==> src/rtl/alu_muldiv_seq.sv <==
// Sequential shift-add multiplier / restoring divider, one bit per clock.
// Optional signed support is compiled in with `define ALU_MULDIV_SIGNED_EN.
module alu_muldiv_seq #(
   parameter int WIDTH = 16
) (
   input  logic             clk_i,
   input  logic             rst_n_i,
   input  logic             en_i,
   input  logic             start_i,
   input  logic             op_div_i,
   input  logic             op_signed_i,
   input  logic [WIDTH-1:0] opa_i,
   input  logic [WIDTH-1:0] opb_i,
   output logic             busy_o,
   output logic             done_o,
   output logic [WIDTH-1:0] result_lo_o,
   output logic [WIDTH-1:0] result_hi_o,
   output logic             div_zero_o
);
   localparam int CW = $clog2(WIDTH) + 1;

   typedef enum logic [1:0] {IDLE, CALC, DONE} state_t;

   state_t           state_q, state_d;
   logic [CW-1:0]    cnt_q, cnt_d;
   logic [WIDTH-1:0] hi_q, hi_d, lo_q, lo_d, opnd_q, opnd_d;
   logic [WIDTH-1:0] res_lo_q, res_lo_d, res_hi_q, res_hi_d;
   logic             div_q, div_d, dz_q, dz_d;
   logic             negp_q, negp_d, negr_q, negr_d;

   logic [WIDTH-1:0] a_mag, b_mag, step_hi, step_lo, fix_hi, fix_lo;
   logic [WIDTH:0]   mul_sum, rem_sh, rem_sub;
   logic             qbit, a_neg, b_neg;

`ifdef ALU_MULDIV_SIGNED_EN
   logic [2*WIDTH-1:0] prod;
   assign a_neg = op_signed_i & opa_i[WIDTH-1];
   assign b_neg = op_signed_i & opb_i[WIDTH-1];
`else
   logic unused_sgn;
   assign unused_sgn = op_signed_i;
   assign a_neg = 1'b0;
   assign b_neg = 1'b0;
`endif
   assign a_mag = a_neg ? (~opa_i + 1'b1) : opa_i;
   assign b_mag = b_neg ? (~opb_i + 1'b1) : opb_i;

   // hi is the running partial product (MUL) or partial remainder (DIV);
   // lo holds the multiplier / dividend being consumed and collects product / quotient bits.
   always_comb begin
      mul_sum = {1'b0, hi_q} + (lo_q[0] ? {1'b0, opnd_q} : '0);
      rem_sh  = {hi_q, lo_q[WIDTH-1]};
      rem_sub = rem_sh - {1'b0, opnd_q};
      qbit    = ~rem_sub[WIDTH];
      if (div_q) begin
         step_hi = qbit ? rem_sub[WIDTH-1:0] : rem_sh[WIDTH-1:0];
         step_lo = {lo_q[WIDTH-2:0], qbit};
      end else begin
         step_hi = mul_sum[WIDTH:1];
         step_lo = {mul_sum[0], lo_q[WIDTH-1:1]};
      end
   end

   always_comb begin
      fix_hi = step_hi;
      fix_lo = step_lo;
`ifdef ALU_MULDIV_SIGNED_EN
      prod = {step_hi, step_lo};
      if (div_q) begin
         if (negp_q) fix_lo = ~step_lo + 1'b1;
         if (negr_q) fix_hi = ~step_hi + 1'b1;
      end else if (negp_q) begin
         prod = ~prod + 1'b1;
         {fix_hi, fix_lo} = prod;
      end
`endif
   end

   always_comb begin
      state_d  = state_q;
      cnt_d    = cnt_q;
      hi_d     = hi_q;
      lo_d     = lo_q;
      opnd_d   = opnd_q;
      div_d    = div_q;
      dz_d     = dz_q;
      negp_d   = negp_q;
      negr_d   = negr_q;
      res_lo_d = res_lo_q;
      res_hi_d = res_hi_q;
      if (!en_i) begin
         state_d = IDLE;
      end else begin
         case (state_q)
            IDLE: if (start_i) begin
               if (op_div_i && opb_i == '0) begin
                  state_d  = DONE;
                  div_d    = 1'b1;
                  dz_d     = 1'b1;
                  res_lo_d = '1;
                  res_hi_d = opa_i;
               end else begin
                  state_d = CALC;
                  cnt_d   = CW'(WIDTH);
                  div_d   = op_div_i;
                  dz_d    = 1'b0;
                  hi_d    = '0;
                  lo_d    = op_div_i ? a_mag : b_mag;
                  opnd_d  = op_div_i ? b_mag : a_mag;
                  negp_d  = a_neg ^ b_neg;
                  negr_d  = a_neg;
               end
            end
            CALC: begin
               hi_d  = step_hi;
               lo_d  = step_lo;
               cnt_d = cnt_q - 1'b1;
               if (cnt_q == CW'(1)) begin
                  state_d  = DONE;
                  res_lo_d = fix_lo;
                  res_hi_d = fix_hi;
               end
            end
            DONE:    state_d = IDLE;
            default: state_d = IDLE;
         endcase
      end
   end

   always_ff @(posedge clk_i) begin
      if (!rst_n_i) begin
         state_q  <= IDLE;
         cnt_q    <= '0;
         hi_q     <= '0;
         lo_q     <= '0;
         opnd_q   <= '0;
         div_q    <= 1'b0;
         dz_q     <= 1'b0;
         negp_q   <= 1'b0;
         negr_q   <= 1'b0;
         res_lo_q <= '0;
         res_hi_q <= '0;
      end else begin
         state_q  <= state_d;
         cnt_q    <= cnt_d;
         hi_q     <= hi_d;
         lo_q     <= lo_d;
         opnd_q   <= opnd_d;
         div_q    <= div_d;
         dz_q     <= dz_d;
         negp_q   <= negp_d;
         negr_q   <= negr_d;
         res_lo_q <= res_lo_d;
         res_hi_q <= res_hi_d;
      end
   end

   assign busy_o      = (state_q != IDLE);
   assign done_o      = (state_q == DONE);
   assign result_lo_o = res_lo_q;
   assign result_hi_o = res_hi_q;
   assign div_zero_o  = dz_q;
endmodule

==> config.mk <==
export PLATFORM = sky130hd
export DESIGN_NAME = alu_muldiv_seq
export DESIGN_NICKNAME = d
export VERILOG_FILES = /design/src/rtl/alu_muldiv_seq.sv
export SDC_FILE = /design/constraint.sdc
export NUM_CORES = 1
export LEC_CHECK = 0
export CELL_PAD_IN_SITES_DETAIL_PLACEMENT = 0
export CELL_PAD_IN_SITES_GLOBAL_PLACEMENT = 1
export CORE_UTILIZATION = 46
export CTS_CLUSTER_SIZE = 24
export DETAILED_ROUTE_END_ITERATION = 10
export PLACE_DENSITY = 0.9
export SLEW_MARGIN = 10
export SYNTH_ARGS = -nofsm -noshare
export SYNTH_HDL_FRONTEND = slang
export SYNTH_SLANG_ARGS = --single-unit
==> constraint.sdc <==
create_clock -name clk_i -period 8.8 [get_ports clk_i]
set_input_delay 2.2 -clock clk_i [delete_from_list [all_inputs] [get_ports clk_i]]
set_output_delay 2.2 -clock clk_i [all_outputs]
set_load 0.005 [all_outputs]
==> Yosys cells after proc, flatten, opt, wreduce, memory -nomap -nowiden <==
Index checks and enable logic that the tools add are counted.
Widths: inputs -> output; s select.
{ "op_classes": {"n_mux": 29, "magnitude_cmp": 0, "reduce_logical": 11, "mul": 0, "div": 0, "n_addsub": 3, "shift": 0, "n_eq_ne": 7, "bitwise_logic": 2} }
{ "ops": {"columns": ["operator", "count"], "rows": [
  ["$mux 16", 16],
  ["$pmux 16 s2", 4],
  ["$add 16x16->17", 1],
  ["$sub 17x16->17", 1],
  ["$logic_not 16->1", 1],
  ["$mux 5", 2],
  ["$pmux 5 s2", 1],
  ["$ne 2x2->1 const B", 4],
  ["$reduce_and 4->1", 2],
  ["$mux 2", 3],
  ["$eq 5x1->1 const B", 1],
  ["$reduce_and 5->1", 1],
  ["$sub 5x1->5 const B", 1],
  ["$pmux 2 s2", 1],
  ["$reduce_and 2->1", 2],
  ["$reduce_bool 2->1", 2],
  ["$reduce_and 3->1", 1],
  ["$eq 2x1->1 const B", 1],
  ["$eq 2x2->1 const B", 1],
  ["$logic_not 2->1", 1],
  ["$mux 1", 2],
  ["$not 1->1", 2],
  ["$logic_and 1x1->1", 1]
]} }
{ "totals": {"latchBits": 0, "out_inout_bits": 35, "ramBits": 0, "reg_bits": 89, "memories": 0, "mem_bits_ro": 0} }

==> Longest topological paths before layout <==
Gate-level depths: netlist of the first run.
{ "logic_depth": {"word_depth": 5, "depth_mapped": 13, "ltp_nobuf": 11} }

==> Worst setup path after synthesis of the first run <==
OpenSTA, ideal clock, no wires.
{ "synth_path": {"path_type": "input to register", "startpoint": "input opb_i[2]", "endpoint": "register res_hi_q[14], in the netlist result_hi_o[14]", "t_required_ns": 8.663, "arrival_time_ns": 3.986, "path_slack_ns": 4.677, "stages": 8, "setup_ns": 0.137, "cell_sequence": "or4_1 > or4_4 > nor2_1 > o211ai_1 > buf_2 > buf_2 > nand3_1 > o211ai_1"} }
{ "synth_between": {"elab_chain_cells": 4} }
{ "synth_lines": {"columns": ["item", "line_no", "source"], "rows": [
  ["start, declared", "13", "input logic [WIDTH-1:0] opb_i,"],
  ["$logic_not 16->1", "96", "if (op_div_i && opb_i == '0) begin"],
  ["$logic_and 1x1->1", "96", null],
  ["$ne 2x2->1 (no line)", null, null],
  ["$reduce_and 5->1 (no line)", null, null],
  ["end signal, assigned", "154", "res_hi_q <= res_hi_d;"],
  ["end, declared", "27", "logic [WIDTH-1:0] res_lo_q, res_lo_d, res_hi_q, res_hi_d;"]
]} }
No other way between the ends.
A chain may end at the register's enable or synchronous reset.

==> Worst setup path after layout of the first run <==
{ "layout_path": {"startpoint": "input opb_i[2]", "endpoint": "register res_hi_q[0], in the netlist result_hi_o[0]"} }
The elaborated chain is that of the path after synthesis.

==> results of run 1 <==
## layout make-up
cell class / instances / area (um^2)
Fill cell: 1218 / 5620
Multi-Input combinational cell: 612 / 4030
Sequential cell: 89 / 1780
Timing Repair Buffer: 77 / 751
Clock buffer: 10 / 239
Tap cell: 172 / 215
Inverter: 33 / 124
Clock inverter: 6 / 66.3
## per-stage QoR
| stage | utilization, % | worst slack, ps | hold WS [ps] | total power [W] |
|---|---|---|---|---|
| 2_1_floorplan | - | 4680 | 436 | 0.000609 |
| 3_3_place_gp | 53.8 | 3430 | 442 | 0.000680 |
| 3_5_place_dp | 53.8 | 3370 | 446 | 0.000684 |
| 4_1_cts | 56.2 | 3720 | 455 | 0.00108 |
| 5_1_grt | 56.2 | 3470 | 490 | 0.00112 |
| 6_report | 56.2 | 3670 | 456 | 0.00108 |
## worst max-delay path: cells and delay by family
| family | cells | cell delay, ps |
|---|---|---|
| compound gates | 3 | 1460 |
| buf+inv | 1 | 470 |
| simple gates | 3 | 1240 |
## where the power goes
group	total [W]	switching, W	internal [W]
logic	0.000240	0.000134	0.000105
clock network	0.000403	0.000175	0.000228
registers	0.000440	0.0000184	0.000422
## flip-flops by register name (all words and copies together) (netlist names)
name	count
hi_q	16
lo_q	16
opnd_q	16
result_hi_o	16
result_lo_o	16
cnt_q	5
state_q	2
div_q	1
div_zero_o	1
## logic make-up after synthesis
group / count (synthesis) / share of synthesized area, %
AND/OR/NAND/NOR: 278 / 21.6
adder cells (fa/ha/maj): 36 / 7.55
XOR/XNOR: 20 / 2.84
AO/OA/AOI/OAI: 221 / 23.7
multiplexers: 57 / 9.49
buffers and inverters: 83 / 5.88
flip-flops: 89 / 28.9
## Yosys cell counts, types with 3 or more instances
cell type and count:
buf_1 6, and3_1 6, a21oi_1 68, a31o_2 6, a211o_1 3, nand3_1 38
nor3_1 27, nor4_1 6, or3_1 5, xnor2_1 14, mux2i_1 51, a211oi_1 23
ha_1 34, buf_4 4, nand2b_1 8, nor2b_1 9, clkbuf_1 26, o21ai_0 45
nor2_1 76, and2_1 18, a211oi_2 3, a21o_1 11, buf_2 11, mux2_2 4
o21a_1 7, a2111oi_0 5, xor2_1 6, o211ai_1 8, inv_1 32, buf_6 3
o211a_1 4, nand2_1 69, o21bai_1 4, a31oi_1 9, dfxtp_1 89
## how the worst max path moves through the flow
stage,start,end,slack [ps]
2_1_floorplan,opb_i[2],result_hi_o[14],4680
3_3_place_gp,opb_i[2],result_hi_o[0],3430
3_5_place_dp,opb_i[2],result_hi_o[0],3370
4_1_cts,opb_i[2],result_hi_o[0],3720
5_1_grt,op_div_i,result_hi_o[0],3470
6_report,opb_i[2],result_hi_o[0],3670
## layer usage
metal | vias to the layer above | global-route usage [%] | part of all wire (%)
li1 | 2907 | - | -
met1 | 2768 | 36.5 | 46
met2 | 210 | 41.6 | 46
met3 | 22 | 3.54 | 6.1
met4 | 0 | 8.49 | 1.9
met5 | - | 0 | 0
==> metrics.txt, run 1 <==
# TYPE chip_impl_metric gauge
chip_impl_metric{name="ys_ff_latch",unit=""} 89
chip_impl_info{name="min-delay-path-class",value="flop to flop"} 1
chip_impl_info{name="worstHoldEndpoint",value="lo_q[15]"} 1
chip_impl_info{name="synth.area.top_cells",value="dfxtp_1, mux2i_1, ha_1"} 1
chip_impl_metric{name="timing.final.crit_share",unit="%"} 58.3
chip_impl_metric{name="synthesis.area_per_instance",unit="um^2"} 7.87
chip_impl_metric{name="place_inst",unit=""} 983
chip_impl_metric{name="area_delta_synth_final",unit="%"} 16.9
chip_impl_metric{name="cts_repair_resize_count",unit=""} 0
chip_impl_metric{name="timing.clock.skew",unit="ps"} 6.46
chip_impl_metric{name="timing.critical_path.fanout_max",unit=""} 37
chip_impl_metric{name="dp_hpwl",unit="um"} 12900
chip_impl_metric{name="dr_total_vias",unit=""} 5907
chip_impl_metric{name="worst_r2r_path_depth",unit=""} 11
chip_impl_metric{name="die-area",unit="um^2"} 13900
chip_impl_metric{name="synth_largest_type_area_fraction",unit="%"} 28.9
chip_impl_metric{name="remaining_drc_errors",unit=""} 0
chip_impl_metric{name="post_route_cells_drive_above_1_share",unit="%"} 6.29
chip_impl_metric{name="core_area",unit="um^2"} 12800
chip_impl_metric{name="layout.cells.non_filler",unit=""} 999
chip_impl_metric{name="numPortBuffers",unit=""} 71
chip_impl_info{name="timing.rr.end",value="hi_q[11]"} 1
chip_impl_metric{name="gp_routability_congestion",unit=""} 0.924
chip_impl_metric{name="max_cap_viol",unit=""} 0
chip_impl_info{name="timing.hold.worst.start",value="lo_q[15]"} 1
chip_impl_metric{name="sequential_share_of_the_synthesized_area",unit="%"} 28.9
chip_impl_info{name="status",value="completed"} 1
chip_impl_metric{name="power.static_leakage",unit="nW"} 2.80
chip_impl_metric{name="antenna_found_initial",unit=""} 0
chip_impl_info{name="cts_root_buffer",value="clkbuf_16"} 1
chip_impl_metric{name="rrSetupSlack",unit="ps"} 5120
chip_impl_metric{name="chipWidth",unit="um"} 118
chip_impl_metric{name="design.portCount",unit=""} 73
chip_impl_metric{name="final_antenna_net_count",unit=""} 0
chip_impl_info{name="worst_r2r_start",value="lo_q[15]"} 1
chip_impl_metric{name="timing.critical_path.required",unit="ps"} 9050
chip_impl_info{name="ys.flop_type",value="dfxtp_1"} 1
chip_impl_metric{name="syn_warnings",unit=""} 0
chip_impl_info{name="crit_path_max_delay_cell_type",value="o211a_1"} 1
chip_impl_metric{name="viasPerCell",unit=""} 5.91
chip_impl_info{name="critPathKind",value="input pin to flop"} 1
chip_impl_metric{name="fmax",unit="GHz"} 0.195
chip_impl_metric{name="grt_util_all_layers",unit="%"} 26.2
chip_impl_metric{name="netlist-cell-type-count",unit=""} 71
chip_impl_metric{name="powerDensity",unit="nW/um^2"} 150
chip_impl_metric{name="clock_insertion_delay_worst_skew",unit="ps"} 350
chip_impl_metric{name="rows",unit=""} 41
chip_impl_info{name="yosysTopAreaCell",value="dfxtp_1"} 1
chip_impl_metric{name="critical_path_arrival",unit="ps"} 5380
chip_impl_metric{name="fin_setup_tns",unit="ps"} 0
chip_impl_metric{name="antenna-diode-count",unit=""} 0
chip_impl_metric{name="postCtsSetupRepairBufs",unit=""} 0
chip_impl_metric{name="number_of_global_route_vias_before_repair",unit=""} 5513
chip_impl_metric{name="maximum_cell_stage_delay_along_the_critical_path",unit="ps"} 960
chip_impl_metric{name="gr-total-overflow",unit=""} 0
chip_impl_metric{name="slew_violations",unit=""} 0
chip_impl_metric{name="numCtsBuffers",unit=""} 9
chip_impl_info{name="crit_path_start_kind",value="input pin"} 1
chip_impl_metric{name="total_standard_cell_area_after_synthesis",unit="um^2"} 6170
chip_impl_metric{name="grt_pass1_wl",unit="um"} 29100
chip_impl_info{name="timing.critical_path.cells",value="clkdlybuf4s50_1 > or4_1 > or4_4 > nor2_1 > o211a_1 > o21ai_0 > a311oi_1"} 1
chip_impl_metric{name="timing.slew.headroom",unit="%"} 20.4
chip_impl_info{name="rsz0062_at_grt",value="false"} 1
chip_impl_metric{name="initial_utilization",unit="%"} 48.1
chip_impl_metric{name="detail_route.iter0.violations",unit=""} 564
chip_impl_metric{name="tightest_slew",unit="ps"} 1190
chip_impl_metric{name="cts.clk_slew.worst_paths",unit="ps"} 60
chip_impl_metric{name="setup_viol",unit=""} 0
chip_impl_metric{name="synthCells",unit=""} 784
chip_impl_info{name="mostFrequentLayoutCell",value="dfxtp_1"} 1
chip_impl_metric{name="worstHoldPathCells",unit=""} 2
chip_impl_metric{name="clk_path_buf_depth",unit=""} 2
chip_impl_info{name="cts_tree",value="yes"} 1
chip_impl_metric{name="place_area",unit="um^2"} 6900
chip_impl_metric{name="asyncSetResetFlopFracSynth",unit="%"} 0
chip_impl_metric{name="syn-num-nets",unit=""} 858
chip_impl_metric{name="chip_height",unit="um"} 118
chip_impl_info{name="endpoint_kind",value="flop"} 1
chip_impl_metric{name="layout_min_cycle_time",unit="ps"} 5130
chip_impl_metric{name="clock_sinks",unit=""} 89
chip_impl_info{name="layout.cells.most_common_list",value="dfxtp_1, nor2_1, clkdlybuf4s50_1"} 1
chip_impl_metric{name="vdd_ir_drop_max",unit="uV"} 103
chip_impl_metric{name="post_cts_hold_buffer_count",unit=""} 0
chip_impl_metric{name="postLayoutCellArea",unit="um^2"} 7210
chip_impl_metric{name="design.final.nets",unit=""} 896
chip_impl_metric{name="routed_wirelength",unit="um"} 18200
chip_impl_metric{name="grt_start_max_net_pins",unit=""} 53
chip_impl_metric{name="hold_violations",unit=""} 0
chip_impl_metric{name="synth_edf_count",unit=""} 0
chip_impl_metric{name="post_drt_wl_per_cell",unit="um"} 18.2
chip_impl_metric{name="first_pass_iters",unit=""} 5
chip_impl_metric{name="htree_num_levels",unit=""} 3
Note: power is estimated with default switching activity, not from simulation.
==> run 2: changes to the inputs <==
Settings changed: CORE_UTILIZATION 46 to 38, PLACE_DENSITY 0.9 to 0.8.
Clock period 8.8 ns to 4.1 ns, I/O delays scaled along.
==> metrics.txt, run 2 (synthesized netlist as in run 1, its figures left out) <==
# TYPE chip_impl_metric gauge
chip_impl_metric{name="viasPerCell",unit=""} 5.51
chip_impl_metric{name="clock_insertion_delay_worst_skew",unit="ps"} 340
chip_impl_metric{name="slew_violations",unit=""} 0
chip_impl_metric{name="p_clk_share",unit="%"} 34.2
chip_impl_metric{name="hold_violations",unit=""} 0
chip_impl_metric{name="cts_repair_resize_count",unit=""} 0
chip_impl_metric{name="die-area",unit="um^2"} 16700
chip_impl_metric{name="timing.clock.skew",unit="ps"} 8.46
chip_impl_metric{name="timing.critical_path.required",unit="ps"} 4360
chip_impl_metric{name="initial_utilization",unit="%"} 38.8
chip_impl_metric{name="grt_util_all_layers",unit="%"} 22.7
chip_impl_info{name="rsz0062_at_grt",value="false"} 1
chip_impl_metric{name="layout_min_cycle_time",unit="ps"} 3490
chip_impl_info{name="worst_r2r_start",value="lo_q[0]"} 1
chip_impl_metric{name="core_area",unit="um^2"} 15900
chip_impl_metric{name="powerDensity",unit="nW/um^2"} 304
chip_impl_metric{name="antenna_found_initial",unit=""} 0
chip_impl_metric{name="grt_pass1_wl",unit="um"} 29300
chip_impl_metric{name="fillerInstances",unit=""} 1651
chip_impl_metric{name="fin_util",unit="%"} 46.1
chip_impl_metric{name="remaining_drc_errors",unit=""} 0
chip_impl_metric{name="gr-total-overflow",unit=""} 0
chip_impl_metric{name="gp_routability_congestion",unit=""} 0.859
chip_impl_info{name="status",value="completed"} 1
chip_impl_metric{name="chip_height",unit="um"} 129
chip_impl_metric{name="area_delta_synth_final",unit="%"} 18.8
chip_impl_metric{name="fmax",unit="GHz"} 0.286
chip_impl_info{name="timing.rr.end",value="hi_q[13]"} 1
chip_impl_metric{name="clk_path_buf_depth",unit=""} 2
chip_impl_metric{name="htree_num_levels",unit=""} 3
chip_impl_metric{name="numPortBuffers",unit=""} 71
chip_impl_info{name="cts_root_buffer",value="clkbuf_16"} 1
chip_impl_metric{name="multi_input_comb_area",unit="um^2"} 4030
chip_impl_metric{name="fin_setup_tns",unit="ps"} 0
chip_impl_metric{name="sequential_cell_area",unit="um^2"} 1780
chip_impl_metric{name="power.share.switching",unit="%"} 29.7
chip_impl_metric{name="post_route_cells_drive_above_1_share",unit="%"} 7.29
chip_impl_metric{name="postCtsSetupRepairBufs",unit=""} 0
chip_impl_info{name="critPathKind",value="flop to flop"} 1
chip_impl_metric{name="routed_wirelength",unit="um"} 18300
chip_impl_info{name="crit_path_max_delay_cell_type",value="dfxtp_1"} 1
chip_impl_metric{name="numCtsBuffers",unit=""} 9
chip_impl_info{name="cts_tree",value="yes"} 1
chip_impl_info{name="crit_top_cell",value="o21ai_0"} 1
chip_impl_info{name="crit_path_start_kind",value="flop"} 1
chip_impl_metric{name="cell_internal_pwr",unit="W"} 0.00157
chip_impl_metric{name="first_pass_iters",unit=""} 5
chip_impl_metric{name="hold_ws",unit="ps"} 460
chip_impl_metric{name="post_drt_wl_per_cell",unit="um"} 17.4
chip_impl_info{name="mostFrequentLayoutCell",value="dfxtp_1"} 1
chip_impl_metric{name="tightest_slew",unit="ps"} 1080
chip_impl_info{name="critPathCapture",value="hi_q[13]"} 1
chip_impl_info{name="crit_path_start",value="lo_q[0]"} 1
chip_impl_metric{name="vdd_ir_drop_max",unit="uV"} 217
chip_impl_metric{name="power.static_leakage",unit="nW"} 2.85
chip_impl_metric{name="timing.critical_path.fanout_max",unit=""} 18
chip_impl_metric{name="timing.slew.headroom",unit="%"} 27.4
chip_impl_metric{name="p_seq_share",unit="%"} 42.4
chip_impl_info{name="timing.critical_path.cells",value="and2_1 > ha_1 > fa_1 > a211oi_1 > o21ai_0 > a211oi_1 > o21ai_0 > a21oi_1 > mux2i_1 > o211ai_1 > o21ai_0"} 1
chip_impl_metric{name="dp_hpwl",unit="um"} 13500
chip_impl_metric{name="design.portCount",unit=""} 73
chip_impl_info{name="layout.cells.most_common_list",value="dfxtp_1, nor2_1, clkdlybuf4s50_1"} 1
chip_impl_metric{name="design.final.nets",unit=""} 907
chip_impl_metric{name="worst_r2r_path_depth",unit=""} 11
chip_impl_metric{name="max_cap_viol",unit=""} 0
chip_impl_metric{name="chipWidth",unit="um"} 129
chip_impl_info{name="endpoint_kind",value="flop"} 1
chip_impl_metric{name="power.switching",unit="W"} 0.000662
chip_impl_metric{name="final_antenna_net_count",unit=""} 0
chip_impl_metric{name="clock_sinks",unit=""} 89
chip_impl_metric{name="antenna-diode-count",unit=""} 0
chip_impl_info{name="min-delay-path-class",value="flop to flop"} 1
chip_impl_metric{name="grt_start_max_net_pins",unit=""} 53
chip_impl_metric{name="detail_route.iter0.violations",unit=""} 337
chip_impl_metric{name="cts.clk_slew.worst_paths",unit="ps"} 70
chip_impl_metric{name="rrSetupSlack",unit="ps"} 610
chip_impl_metric{name="power.share.combinational",unit="%"} 23.4
chip_impl_info{name="timing.hold.worst.start",value="lo_q[15]"} 1
chip_impl_metric{name="timing.final.crit_share",unit="%"} 85.2
chip_impl_metric{name="critical_path_arrival",unit="ps"} 3760
chip_impl_metric{name="maximum_cell_stage_delay_along_the_critical_path",unit="ps"} 500
chip_impl_metric{name="number_of_global_route_vias_before_repair",unit=""} 5426
chip_impl_metric{name="rows",unit=""} 46
chip_impl_metric{name="post_cts_hold_buffer_count",unit=""} 0
chip_impl_metric{name="dr_total_vias",unit=""} 5806
chip_impl_metric{name="setup_viol",unit=""} 0
[run 2: changes by cell type in the layout (fill, tap and decap cells not counted)]
cell        change
clkinv_2        +1
clkbuf_1        +2
buf_12          +2
inv_6           -1
nor2b_2         +1
inv_2           +1
clkinvlp_4      -2
nor2b_4         -1
bufinv_16       -1
buf_4           +9
clkinv_1        -1
[run 2: power by group through the flow]
stage / sequential, W / clock [W] / combinational (W)
floorplan: 0.000949 / 0 / 0.000357
detailed placement: 0.000963 / 0 / 0.000516
global route: 0.000950 / 0.000803 / 0.000573
CTS: 0.000944 / 0.000772 / 0.000520
finish: 0.000945 / 0.000763 / 0.000521
global placement: 0.000963 / 0 / 0.000514
[run 2: final cells by class]
type                            instances  share of cell area [%]
Multi-Input combinational cell        612                    55.0
Clock inverter                          3                   0.239
Sequential cell                        89                    24.3
Timing Repair Buffer                   88                    11.7
Clock buffer                           12                    3.37
Inverter                               33                    1.69
Tap cell                              216                    3.69
[run 2: routing by layer]
| layer | track usage (%) | wire [um] |
|---|---|---|
| met1 | 31.5 | 8790 |
| met2 | 36.7 | 8420 |
| met3 | 2.39 | 808 |
| met4 | 7.13 | 295 |
| met5 | 0 | 0 |
[run 2: per-stage QoR]
stage / cells / setup slack (ps) / power (W) / cell area, um^2
2_1_floorplan: 784 / 1150 / 0.00131 / 6170
3_3_place_gp: 1038 / 388 / 0.00148 / 7060
3_5_place_dp: 1038 / 390 / 0.00148 / 7060
4_1_cts: 1053 / 595 / 0.00224 / 7320
5_1_grt: 1053 / 288 / 0.00233 / 7320
6_report: 1053 / 606 / 0.00223 / 7320
[run 2: worst max-delay path, delay by kind of cell, from the launching register on]
family | cells | cell delay (ps)
AOI/OAI and AO/OA | 7 | 1620
adders and majority gates | 2 | 710
DFF | 1 | 500
muxes | 1 | 290
and+or+nand+nor | 1 | 260
[run 2: worst min path at each step]
stage               endpoint  slack [ps]  cells after the start
floorplan           lo_q[15]         440                      2
global placement    lo_q[15]         440                      2
detailed placement  lo_q[15]         450                      2
CTS                 lo_q[15]         460                      2
global route        lo_q[15]         480                      2
finish              lo_q[15]         460                      2
